File: src/rtl/spi_pkg.sv
`default_nettype none
// +----------------------------------------------------------------------------+
// | Module   : spi_pkg                                                         |
// | Purpose  : Shared defaults and FSM state encoding for the SPI slave.      |
// |            c_data_w      - default frame width in bits                    |
// |            c_sync_stages - default synchronizer depth                     |
// |            state_t       - slave FSM states (IDLE, SHIFT)                 |
// | Revision : 1.0 - initial release                                           |
// +----------------------------------------------------------------------------+
package spi_pkg;

    localparam int c_data_w      = 8;
    localparam int c_sync_stages = 2;

    typedef enum logic [0:0] {
        IDLE  = 1'b0,
        SHIFT = 1'b1
    } state_t;

endpackage
`default_nettype wire

File: src/rtl/spi_slave_if.sv
`default_nettype none
// +----------------------------------------------------------------------------+
// | Module   : spi_slave_if                                                    |
// | Purpose  : Bundles the SPI slave's configuration, TX/RX byte streams,     |
// |            status and serial bus pins.                                     |
// |            cpol_i/cpha_i           - SPI mode, static while ss_ni is low  |
// |            tx_data_i/valid/ready   - byte handshake into the TX buffer    |
// |            rx_data_o/rx_valid_o    - received byte and its update pulse   |
// |            tx_underrun_o, busy_o   - status                                |
// |            sclk_i/ss_ni/mosi_i     - asynchronous bus from the master     |
// |            miso_o/miso_oe_o        - serial data out and its enable       |
// |            Modport slave is the design view, master the user/bus view.    |
// | Revision : 1.0 - initial release                                           |
// +----------------------------------------------------------------------------+
interface spi_slave_if
    import spi_pkg::*;
#(
    parameter int DATA_W = c_data_w
) ();

    logic              cpol_i;
    logic              cpha_i;
    logic [DATA_W-1:0] tx_data_i;
    logic              tx_valid_i;
    logic              tx_ready_o;
    logic [DATA_W-1:0] rx_data_o;
    logic              rx_valid_o;
    logic              tx_underrun_o;
    logic              busy_o;
    logic              sclk_i;
    logic              ss_ni;
    logic              mosi_i;
    logic              miso_o;
    logic              miso_oe_o;

    modport slave (
        input  cpol_i, cpha_i, tx_data_i, tx_valid_i, sclk_i, ss_ni, mosi_i,
        output tx_ready_o, rx_data_o, rx_valid_o, tx_underrun_o, busy_o,
               miso_o, miso_oe_o
    );

    modport master (
        output cpol_i, cpha_i, tx_data_i, tx_valid_i, sclk_i, ss_ni, mosi_i,
        input  tx_ready_o, rx_data_o, rx_valid_o, tx_underrun_o, busy_o,
               miso_o, miso_oe_o
    );

endinterface
`default_nettype wire

File: src/rtl/spi_sync.sv
`default_nettype none
// +----------------------------------------------------------------------------+
// | Module   : spi_sync                                                        |
// | Purpose  : Flop-chain synchronizer of configurable depth for one          |
// |            asynchronous input.                                             |
// |            clk_i   - destination clock                                     |
// |            rst_ni  - asynchronous active-low reset (chain -> RST_VAL)      |
// |            d_i     - asynchronous input                                    |
// |            q_o     - synchronized output                                   |
// | Revision : 1.0 - initial release                                           |
// +----------------------------------------------------------------------------+
module spi_sync
    import spi_pkg::*;
#(
    parameter int   STAGES  = c_sync_stages,
    parameter logic RST_VAL = 1'b0
) (
    input  logic clk_i,
    input  logic rst_ni,
    input  logic d_i,
    output logic q_o
);

    logic [STAGES-1:0] r_chain;

    generate
        if (STAGES == 1) begin : g_single
            always_ff @(posedge clk_i or negedge rst_ni) begin
                if (!rst_ni) r_chain <= RST_VAL;
                else         r_chain <= d_i;
            end
        end else begin : g_multi
            always_ff @(posedge clk_i or negedge rst_ni) begin
                if (!rst_ni) r_chain <= {STAGES{RST_VAL}};
                else         r_chain <= {r_chain[STAGES-2:0], d_i};
            end
        end
    endgenerate

    assign q_o = r_chain[STAGES-1];

endmodule
`default_nettype wire

File: src/rtl/spi_slave.sv
`default_nettype none
// +----------------------------------------------------------------------------+
// | Module   : spi_slave                                                       |
// | Purpose  : SPI slave, all four CPOL/CPHA modes, MSB first, with a one-     |
// |            entry TX buffer and back-to-back frames while ss_n stays low.  |
// |            SCLK is oversampled by clk_i (half-period >= SYNC_STAGES+2).   |
// |            clk_i   - system clock                                          |
// |            rst_ni  - asynchronous active-low reset                         |
// |            bus     - spi_slave_if.slave (config, TX/RX streams, status,   |
// |                      serial pins)                                          |
// | Revision : 1.0 - initial release                                           |
// +----------------------------------------------------------------------------+
module spi_slave
    import spi_pkg::*;
#(
    parameter int DATA_W      = c_data_w,
    parameter int SYNC_STAGES = c_sync_stages
) (
    input  logic        clk_i,
    input  logic        rst_ni,
    spi_slave_if.slave  bus
);

    localparam int                 c_cnt_w    = (DATA_W > 1) ? $clog2(DATA_W) : 1;
    localparam logic [c_cnt_w-1:0] c_last_bit = c_cnt_w'(DATA_W - 1);
    localparam logic [c_cnt_w-1:0] c_cnt_one  = c_cnt_w'(1);

    logic w_sclk_s, w_ss_n_s, w_mosi_s;

    spi_sync #(.STAGES(SYNC_STAGES), .RST_VAL(1'b0)) u_sync_sclk (
        .clk_i(clk_i), .rst_ni(rst_ni), .d_i(bus.sclk_i), .q_o(w_sclk_s));
    spi_sync #(.STAGES(SYNC_STAGES), .RST_VAL(1'b1)) u_sync_ss (
        .clk_i(clk_i), .rst_ni(rst_ni), .d_i(bus.ss_ni),  .q_o(w_ss_n_s));
    spi_sync #(.STAGES(SYNC_STAGES), .RST_VAL(1'b0)) u_sync_mosi (
        .clk_i(clk_i), .rst_ni(rst_ni), .d_i(bus.mosi_i), .q_o(w_mosi_s));

    // One extra registered copy of the synchronized levels for edge detection
    logic r_sclk_d, r_ss_n_d;

    always_ff @(posedge clk_i or negedge rst_ni) begin
        if (!rst_ni) begin
            r_sclk_d <= 1'b0;
            r_ss_n_d <= 1'b1;
        end else begin
            r_sclk_d <= w_sclk_s;
            r_ss_n_d <= w_ss_n_s;
        end
    end

    logic w_rise, w_fall, w_lead, w_trail, w_sample_edge;
    assign w_rise        =  w_sclk_s & ~r_sclk_d;
    assign w_fall        = ~w_sclk_s &  r_sclk_d;
    assign w_lead        = bus.cpol_i ? w_fall : w_rise;
    assign w_trail       = bus.cpol_i ? w_rise : w_fall;
    assign w_sample_edge = bus.cpha_i ? w_trail : w_lead;

    state_t             r_state, w_state_nxt;
    logic [c_cnt_w-1:0] r_bit_cnt;
    logic [DATA_W-1:0]  r_rx_sr, r_rx_data, r_tx_sr, r_buf;
    logic               r_rx_valid, r_underrun, r_buf_full, r_miso;
    logic               w_load, w_sample, w_shift;
    logic [DATA_W-1:0]  w_rx_next;

    assign w_rx_next = {r_rx_sr[DATA_W-2:0], w_mosi_s};

    always_ff @(posedge clk_i or negedge rst_ni) begin
        if (!rst_ni) r_state <= IDLE;
        else         r_state <= w_state_nxt;
    end

    always_comb begin
        w_state_nxt = r_state;
        w_load      = 1'b0;
        w_sample    = 1'b0;
        w_shift     = 1'b0;
        if (w_ss_n_s) begin
            w_state_nxt = IDLE;
        end else begin
            case (r_state)
                IDLE: begin
                    if (r_ss_n_d) begin
                        w_state_nxt = SHIFT;
                        w_load      = 1'b1;
                    end
                end
                SHIFT: begin
                    w_sample = w_sample_edge;
                    w_load   = w_sample_edge && (r_bit_cnt == c_last_bit);
                    // CPHA=0: the trailing edge right after a byte-boundary load
                    // (counter back at 0) must not shift away the fresh MSB.
                    w_shift  = bus.cpha_i ? w_lead : (w_trail && (r_bit_cnt != '0));
                end
                default: w_state_nxt = IDLE;
            endcase
        end
    end

    // Receive path: partial bytes are dropped whenever ss_n goes high
    always_ff @(posedge clk_i or negedge rst_ni) begin
        if (!rst_ni) begin
            r_bit_cnt  <= '0;
            r_rx_sr    <= '0;
            r_rx_data  <= '0;
            r_rx_valid <= 1'b0;
        end else begin
            r_rx_valid <= 1'b0;
            if (w_ss_n_s) begin
                r_bit_cnt <= '0;
                r_rx_sr   <= '0;
            end else if (w_sample) begin
                r_rx_sr <= w_rx_next;
                if (r_bit_cnt == c_last_bit) begin
                    r_bit_cnt  <= '0;
                    r_rx_data  <= w_rx_next;
                    r_rx_valid <= 1'b1;
                end else begin
                    r_bit_cnt <= r_bit_cnt + c_cnt_one;
                end
            end
        end
    end

    // Transmit path. CPHA=0 drives MISO straight from the register MSB;
    // CPHA=1 drives it from r_miso, updated on each leading edge.
    always_ff @(posedge clk_i or negedge rst_ni) begin
        if (!rst_ni) begin
            r_tx_sr    <= '0;
            r_miso     <= 1'b0;
            r_underrun <= 1'b0;
        end else begin
            r_underrun <= 1'b0;
            if (w_load) begin
                r_tx_sr    <= r_buf_full ? r_buf : '0;
                r_underrun <= ~r_buf_full;
            end else if (w_shift) begin
                r_miso  <= r_tx_sr[DATA_W-1];
                r_tx_sr <= {r_tx_sr[DATA_W-2:0], 1'b0};
            end
        end
    end

    // Single-entry TX buffer; a write coinciding with a load is held for the
    // next load because the load always sees the pre-write state.
    always_ff @(posedge clk_i or negedge rst_ni) begin
        if (!rst_ni) begin
            r_buf      <= '0;
            r_buf_full <= 1'b0;
        end else if (bus.tx_valid_i && !r_buf_full) begin
            r_buf      <= bus.tx_data_i;
            r_buf_full <= 1'b1;
        end else if (w_load) begin
            r_buf_full <= 1'b0;
        end
    end

    assign bus.tx_ready_o    = ~r_buf_full;
    assign bus.rx_data_o     = r_rx_data;
    assign bus.rx_valid_o    = r_rx_valid;
    assign bus.tx_underrun_o = r_underrun;
    assign bus.busy_o        = ~w_ss_n_s;
    assign bus.miso_oe_o     = ~w_ss_n_s;
    assign bus.miso_o        = bus.cpha_i ? r_miso : r_tx_sr[DATA_W-1];

endmodule
`default_nettype wire
File: src/flat_wrapper.sv
// flat-port wrapper written by rule: the top's interface ports become plain ports
module spi_slave_flat import spi_pkg::*;
#(
    parameter int DATA_W      = c_data_w,
    parameter int SYNC_STAGES = c_sync_stages
)
  (clk_i, rst_ni, bus_cpol_i, bus_cpha_i, bus_tx_data_i, bus_tx_valid_i, bus_sclk_i, bus_ss_ni, bus_mosi_i, bus_tx_ready_o, bus_rx_data_o, bus_rx_valid_o, bus_tx_underrun_o, bus_busy_o, bus_miso_o, bus_miso_oe_o);
  spi_slave_if #(.DATA_W(DATA_W)) bus_i ();
  input  logic clk_i;
  input  logic rst_ni;
  input wire logic [$bits(bus_i.cpol_i)-1:0] bus_cpol_i;
  input wire logic [$bits(bus_i.cpha_i)-1:0] bus_cpha_i;
  input wire logic [$bits(bus_i.tx_data_i)-1:0] bus_tx_data_i;
  input wire logic [$bits(bus_i.tx_valid_i)-1:0] bus_tx_valid_i;
  input wire logic [$bits(bus_i.sclk_i)-1:0] bus_sclk_i;
  input wire logic [$bits(bus_i.ss_ni)-1:0] bus_ss_ni;
  input wire logic [$bits(bus_i.mosi_i)-1:0] bus_mosi_i;
  output wire logic [$bits(bus_i.tx_ready_o)-1:0] bus_tx_ready_o;
  output wire logic [$bits(bus_i.rx_data_o)-1:0] bus_rx_data_o;
  output wire logic [$bits(bus_i.rx_valid_o)-1:0] bus_rx_valid_o;
  output wire logic [$bits(bus_i.tx_underrun_o)-1:0] bus_tx_underrun_o;
  output wire logic [$bits(bus_i.busy_o)-1:0] bus_busy_o;
  output wire logic [$bits(bus_i.miso_o)-1:0] bus_miso_o;
  output wire logic [$bits(bus_i.miso_oe_o)-1:0] bus_miso_oe_o;
  assign bus_i.cpol_i = bus_cpol_i;
  assign bus_i.cpha_i = bus_cpha_i;
  assign bus_i.tx_data_i = bus_tx_data_i;
  assign bus_i.tx_valid_i = bus_tx_valid_i;
  assign bus_i.sclk_i = bus_sclk_i;
  assign bus_i.ss_ni = bus_ss_ni;
  assign bus_i.mosi_i = bus_mosi_i;
  assign bus_tx_ready_o = bus_i.tx_ready_o;
  assign bus_rx_data_o = bus_i.rx_data_o;
  assign bus_rx_valid_o = bus_i.rx_valid_o;
  assign bus_tx_underrun_o = bus_i.tx_underrun_o;
  assign bus_busy_o = bus_i.busy_o;
  assign bus_miso_o = bus_i.miso_o;
  assign bus_miso_oe_o = bus_i.miso_oe_o;
  spi_slave #(.DATA_W(DATA_W), .SYNC_STAGES(SYNC_STAGES)) u_core (.clk_i(clk_i), .rst_ni(rst_ni), .bus(bus_i));
endmodule
File: config.mk
export PLATFORM = sky130hd
export DESIGN_NAME = spi_slave_flat
export DESIGN_NICKNAME = d
export VERILOG_FILES = /design/src/rtl/spi_pkg.sv /design/src/rtl/spi_slave_if.sv /design/src/rtl/spi_sync.sv /design/src/rtl/spi_slave.sv /design/src/flat_wrapper.sv
export SDC_FILE = /design/constraint.sdc
export NUM_CORES = 1
export LEC_CHECK = 0
export CAP_MARGIN = 20
export CORE_MARGIN = 2
export CORE_UTILIZATION = 40
export DETAILED_ROUTE_END_ITERATION = 8
export PLACE_DENSITY_LB_ADDON = 0.3
export SYNTH_ARGS = -nofsm -noshare
export SYNTH_HDL_FRONTEND = slang
export SYNTH_HIERARCHICAL = 1
export SYNTH_SLANG_ARGS = --single-unit
File: constraint.sdc
create_clock -name clk_i -period 1.7 [get_ports clk_i]
set_input_delay 0.255 -clock clk_i [delete_from_list [all_inputs] [get_ports clk_i]]
set_output_delay 0.255 -clock clk_i [all_outputs]
set_load 0.01 [all_outputs]
**Word level (Yosys, flattened, before mapping)**

Index checks and enable logic that the tools add are counted.

- Bits in registers: 47
- Output and inout bits: 14
- Bits of input ports: 16
- Word-level logic and storage cells: 63

- Reduce and logical (&&, ||, !) cells: 10
- Bitwise operators: 8
- Muxes and demuxes: 28
- Add/sub/neg operators: 1
- Eq/ne operators: 1

Operators with widths:

| operator | count |
|---|---|
| 8-bit 2-to-1 mux | 3 |
| 1-bit 2-to-1 mux | 19 |
| 7-bit 2-to-1 mux | 2 |
| 3-bit 2-to-1 mux | 3 |
| 1-bit inverter | 6 |
| 2-bit nonzero test | 3 |
| 3-bit by 1-bit adder with 3-bit output (second input constant) | 1 |
| 3-bit == test (second input constant) | 1 |
| 1-bit logical AND | 3 |
| 3-bit AND reduction | 1 |
| 3-bit nonzero test | 1 |
| 1-bit AND | 2 |
| 1-bit one-hot mux with 2 select lines | 1 |
| 2-bit AND reduction | 1 |
| 1-bit zero test | 1 |

**Longest topological paths before layout**

- Depth in word-level cells: 9
- Mapped depth: 7

**Hierarchy**

Netlist, hierarchy kept.

By module, submodules not included:

| module | area each (um^2) | times used | cells each | sequential area each (um^2) |
|---|---|---|---|---|
| spi_slave | 1,796.7 | 1 | 139 | 1,027.2 |
| spi_sync (u_core.u_sync_mosi ...) | 50.0 | 2 | 2 | 50.0 |
| spi_sync (u_core.u_sync_ss) | 52.6 | 1 | 2 | 52.6 |

**Worst setup path after synthesis**

OpenSTA, ideal clock, no wires.

- Path type: flip-flop to flip-flop
- From: register u_core.r_bit_cnt[0]
- To: register u_core.r_tx_sr[7]
- Path buffers: 0
- Stages on the path, launching flop included: 7
- Arrival: 1.698 ns
- Path slack: -0.124 ns
- Setup time: 0.126 ns
- Data required time: 1.574 ns
- Path through: dfrtp_1 -> ha_1 -> ha_1 -> or4b_4 -> a31oi_4 -> nor2_2 -> a221o_1

- Longest elaborated chain between the ends: 6
- Elaborated cells on any way between the ends: 11
- Those cells by class: eq/ne (1); mux (6); reduce/logical (4)

RTL lines:

| what | line | source |
|---|---|---|
| start, declared | spi_slave.sv:58 | `logic [c_cnt_w-1:0] r_bit_cnt;` |
| start signal, assigned | spi_slave.sv:117 | `r_bit_cnt <= r_bit_cnt + c_cnt_one;` |
| 3-bit nonzero test | spi_slave.sv:91 | `w_shift = bus.cpha_i ? w_lead : (w_trail && (r_bit_cnt != '0));` |
| 1-bit logical AND | spi_slave.sv:91 |  |
| 1-bit 2-to-1 mux | spi_slave.sv:91 |  |
| 1-bit 2-to-1 mux | spi_slave.sv:79 | `case (r_state)` |
| 1-bit 2-to-1 mux | spi_slave.sv:76 | `if (w_ss_n_s) begin` |
| 2-bit nonzero test (no source line) | -- |  |
| end signal, assigned | spi_slave.sv:133 | `r_tx_sr <= r_buf_full ? r_buf : '0;` |
| end signal, assigned | spi_slave.sv:137 | `r_tx_sr <= {r_tx_sr[DATA_W-2:0], 1'b0};` |
| end, declared | spi_slave.sv:59 | `logic [DATA_W-1:0] r_rx_sr, r_rx_data, r_tx_sr, r_buf;` |

Several ways; a longest one is shown, not always the timed one.
A chain may end at the register's enable or synchronous reset.

**Final worst setup path**

- From: register u_core.r_bit_cnt[0]
- To: register u_core.r_tx_sr[3]

Same word-level chain as after synthesis.

==> flow_summary.toml <==
[sta]
max_freq_mhz = 532
fin_crit_ns = 1.88
worst_slack_ns = -0.178
setup_viol = 18
worst_pin_slew_ns = 0.579
finalClockSkew_ns = 0.00811
final_max_slew_viol_count = 0
fin_crit_sh_pct = 110
rsz0062_at_grt = "true"
final_hold_viol_count = 0
relSlewSlack_pct = 61.4

[clock_network]
clock-sinks = 47
h-tree-depth = 2
worstSkewPairLatency_ns = 0.29
postCtsHoldBufs = 0
cts_max_path_buffers = 2
clk_pin_slew_ns = 0.08
numCtsBuffers = 5
cts-root-buf = "clkbuf_8"
cts_tree = "yes"

[placed_design]
place_area_mm2 = 0.00242
port_buffers = 29
dpl_worst_slack_ns = -0.452
dp_hpwl_um = 2600
place_inst = 251
place.gp.congestion = 0.746

[worst_setup_path]
r2r_start = "u_core/r_bit_cnt[0]"
ff2ff_setup_slack_ns = -0.18
critPathKind = "reg -> reg"
reg2reg_depth = 6
critPathRequiredTime_ns = 1.87
endpoint_kind = "flip-flop"
r2r-end = "u_core/r_tx_sr[3]"
worstPathArrival_ns = 2.05
critPathLaunchType = "flip-flop"
crit_fanout = 7

[synthesis]
syn_area_mm2 = 0.00195
syn_inst = 145
yosys.area_share.adder_pct = 1.93
ys_seq_area_share_pct = 60.5
syn_avg_cell_area_um2 = 13.4
synth_mux_area_share_pct = 15.5
ys_warn_count = 6
synth.distinct_cells = 30
syn-num-nets = 164
synth_top_family_by_area = "multiplexers"
ys_ff_latch = 47
synth-simple-area-share_pct = 11.9
synthXorXnorAreaFrac_pct = 0.449
synth_compound_area_share_pct = 7.12

[power_and_ir_drop]
p_comb_share_pct = 18.4
vdd_drop_max_mv = 0.614
netSwitchingFraction_pct = 25.6
p_seq_share_pct = 56.0
finalPower_mw = 2.62
p_per_area_mw_per_mm2 = 976
p_int_mw = 1.95
p_clk_share_pct = 25.5
switchingPower_mw = 0.670
p_leak_nw = 1.29

[grt]
grt_max_degree = 48
antenna_found_initial = 0
grt_pass1_vias = 1401
grt_pass1_wl_um = 6450
grt_remaining_overflow = 0
grt_usage_pct = 15.7

[floorplanning]
core_mm2 = 0.00472
die_x_um = 73.8
start_util_pct = 41.3
dieArea_mm2 = 0.00545
dieHeight_um = 73.8
ios = 30
fp-row-count = 25

[route]
ant_nets = 0
dr.first_iter.drc_count = 41
route.vias.total = 1277
totalWireLength_um = 3830
wire_per_inst_um = 14.4
drc_errors = 0
routed_via_density = 4.80
first_pass_iters = 3

[finish]
syn_to_final_growth_pct = 37.5
drive_gt1_share_pct = 30.7
diodes = 0
design_area_mm2 = 0.00268
post-route-util_pct = 56.7
fin_cells = 266
final_cell_mix = "dfrtp_1, clkdlybuf4s50_1, buf_4"
nets = 217
layout_commonest_cell = "dfrtp_1"

[worst_hold_path]
hold_path.class = "in -> async"

[status]
status = "finished, violations left"
violations = "negative setup slack"

[job]
drv_cap = 0
==> cell families after synthesis <==
group | after synthesis
multiplexers | 28
AND/OR/NAND/NOR | 42
XOR/XNOR | 1
flip-flops | 47
buffers and inverters | 10
AO/OA/AOI/OAI | 14
adder cells (fa/ha/maj) | 3
==> worst max-delay path by stage <==
stage	from	endpoint	slack, ns	cells past startpoint
after floorplan	u_core/r_bit_cnt[0]	u_core/r_tx_sr[7]	-0.12	6
after global placement	bus_cpol_i	u_core/r_tx_sr[3]	-0.41	6
after detailed placement	bus_cpha_i	u_core/r_tx_sr[5]	-0.45	7
after CTS	u_core/r_bit_cnt[1]	u_core/r_tx_sr[3]	-0.17	6
after global routing	u_core/r_bit_cnt[0]	u_core/r_tx_sr[5]	-0.23	7
final	u_core/r_bit_cnt[0]	u_core/r_tx_sr[3]	-0.18	6
==> cells in the mapped netlist (all sizes together) <==
library cell	number	area, µm²
a21oi	3	15.0
a221o	7	70.1
a31oi	1	21.3
and2	2	12.5
and3	7	43.8
buf	3	23.8
clkbuf	2	7.51
dfrtp	44	1100
dfstp	3	78.8
ha	3	37.5
inv	5	18.8
mux2	18	203
mux2i	10	100
nand2	3	11.3
nand2b	7	43.8
nand3	1	5.00
nand4	2	12.5
nor2	13	51.3
nor2b	5	31.3
o21ai	1	5.00
o21bai	1	7.51
o22ai	1	20.0
or3	1	6.26
or4b	1	13.8
xnor2	1	8.76
==> final cells by class <==
type / count / area, µm²
Clock buffer: 7 / 86.3
Clock inverter: 1 / 5.00
Fill cell: 397 / 2040
Inverter: 5 / 18.8
Multi-Input combinational cell: 89 / 847
Sequential cell: 47 / 1180
Tap cell: 67 / 83.8
Timing Repair Buffer: 50 / 458
==> stage by stage <==
step / hold WS [ns] / TNS, ns
6_report: 0.0401 / -1.66
4_1_cts: 0.0538 / -1.38
3_5_place_dp: 0.336 / -9.15
3_3_place_gp: 0.338 / -8.61
5_1_grt: 0.0797 / -2.54
2_1_floorplan: -0.0406 / -0.832
==> timing repair <==
item,CTS,global route
pin swaps,2,5
setup buffers,2,4
setup endpoints to repair,15,30
cloned,1,1
resized for setup,9,21
==> registers in the layout (all words and copies together) (netlist names), 2 cells and up <==
| register | flops |
|---|---|
| u_core/bus.rx_data_o | 8 |
| u_core/r_bit_cnt | 3 |
| u_core/u_sync_sclk/r_chain | 2 |
| u_core/u_sync_ss/r_chain | 2 |
| u_core/r_tx_sr | 8 |
| u_core/r_buf | 8 |
| u_core/u_sync_mosi/r_chain | 2 |
| u_core/r_rx_sr | 7 |
==> critical path, stage by stage, from the launching register on <==
cell     delay (ns)
dfrtp_1        0.37
ha_2           0.19
ha_4           0.13
or4b_4         0.47
a31oi_4        0.20
nor2_4         0.09
a221o_1        0.31
==> per-layer routing <==
metal	vias up	global-route usage [%]	wire, µm
met3	5	4.53	115
met5	-	0	0
met1	638	20.5	1750
li1	614	-	-
met2	20	25.2	1920
met4	0	4.85	49
==> power by group through the flow <==
stage	logic (mW)	clock network, mW	registers (mW)
floorplan	0.273	0	1.44
global placement	0.410	0	1.48
detailed placement	0.439	0	1.49
CTS	0.441	0.684	1.47
global route	0.529	0.730	1.49
finish	0.482	0.668	1.47
(Power assumes the default switching activity.)
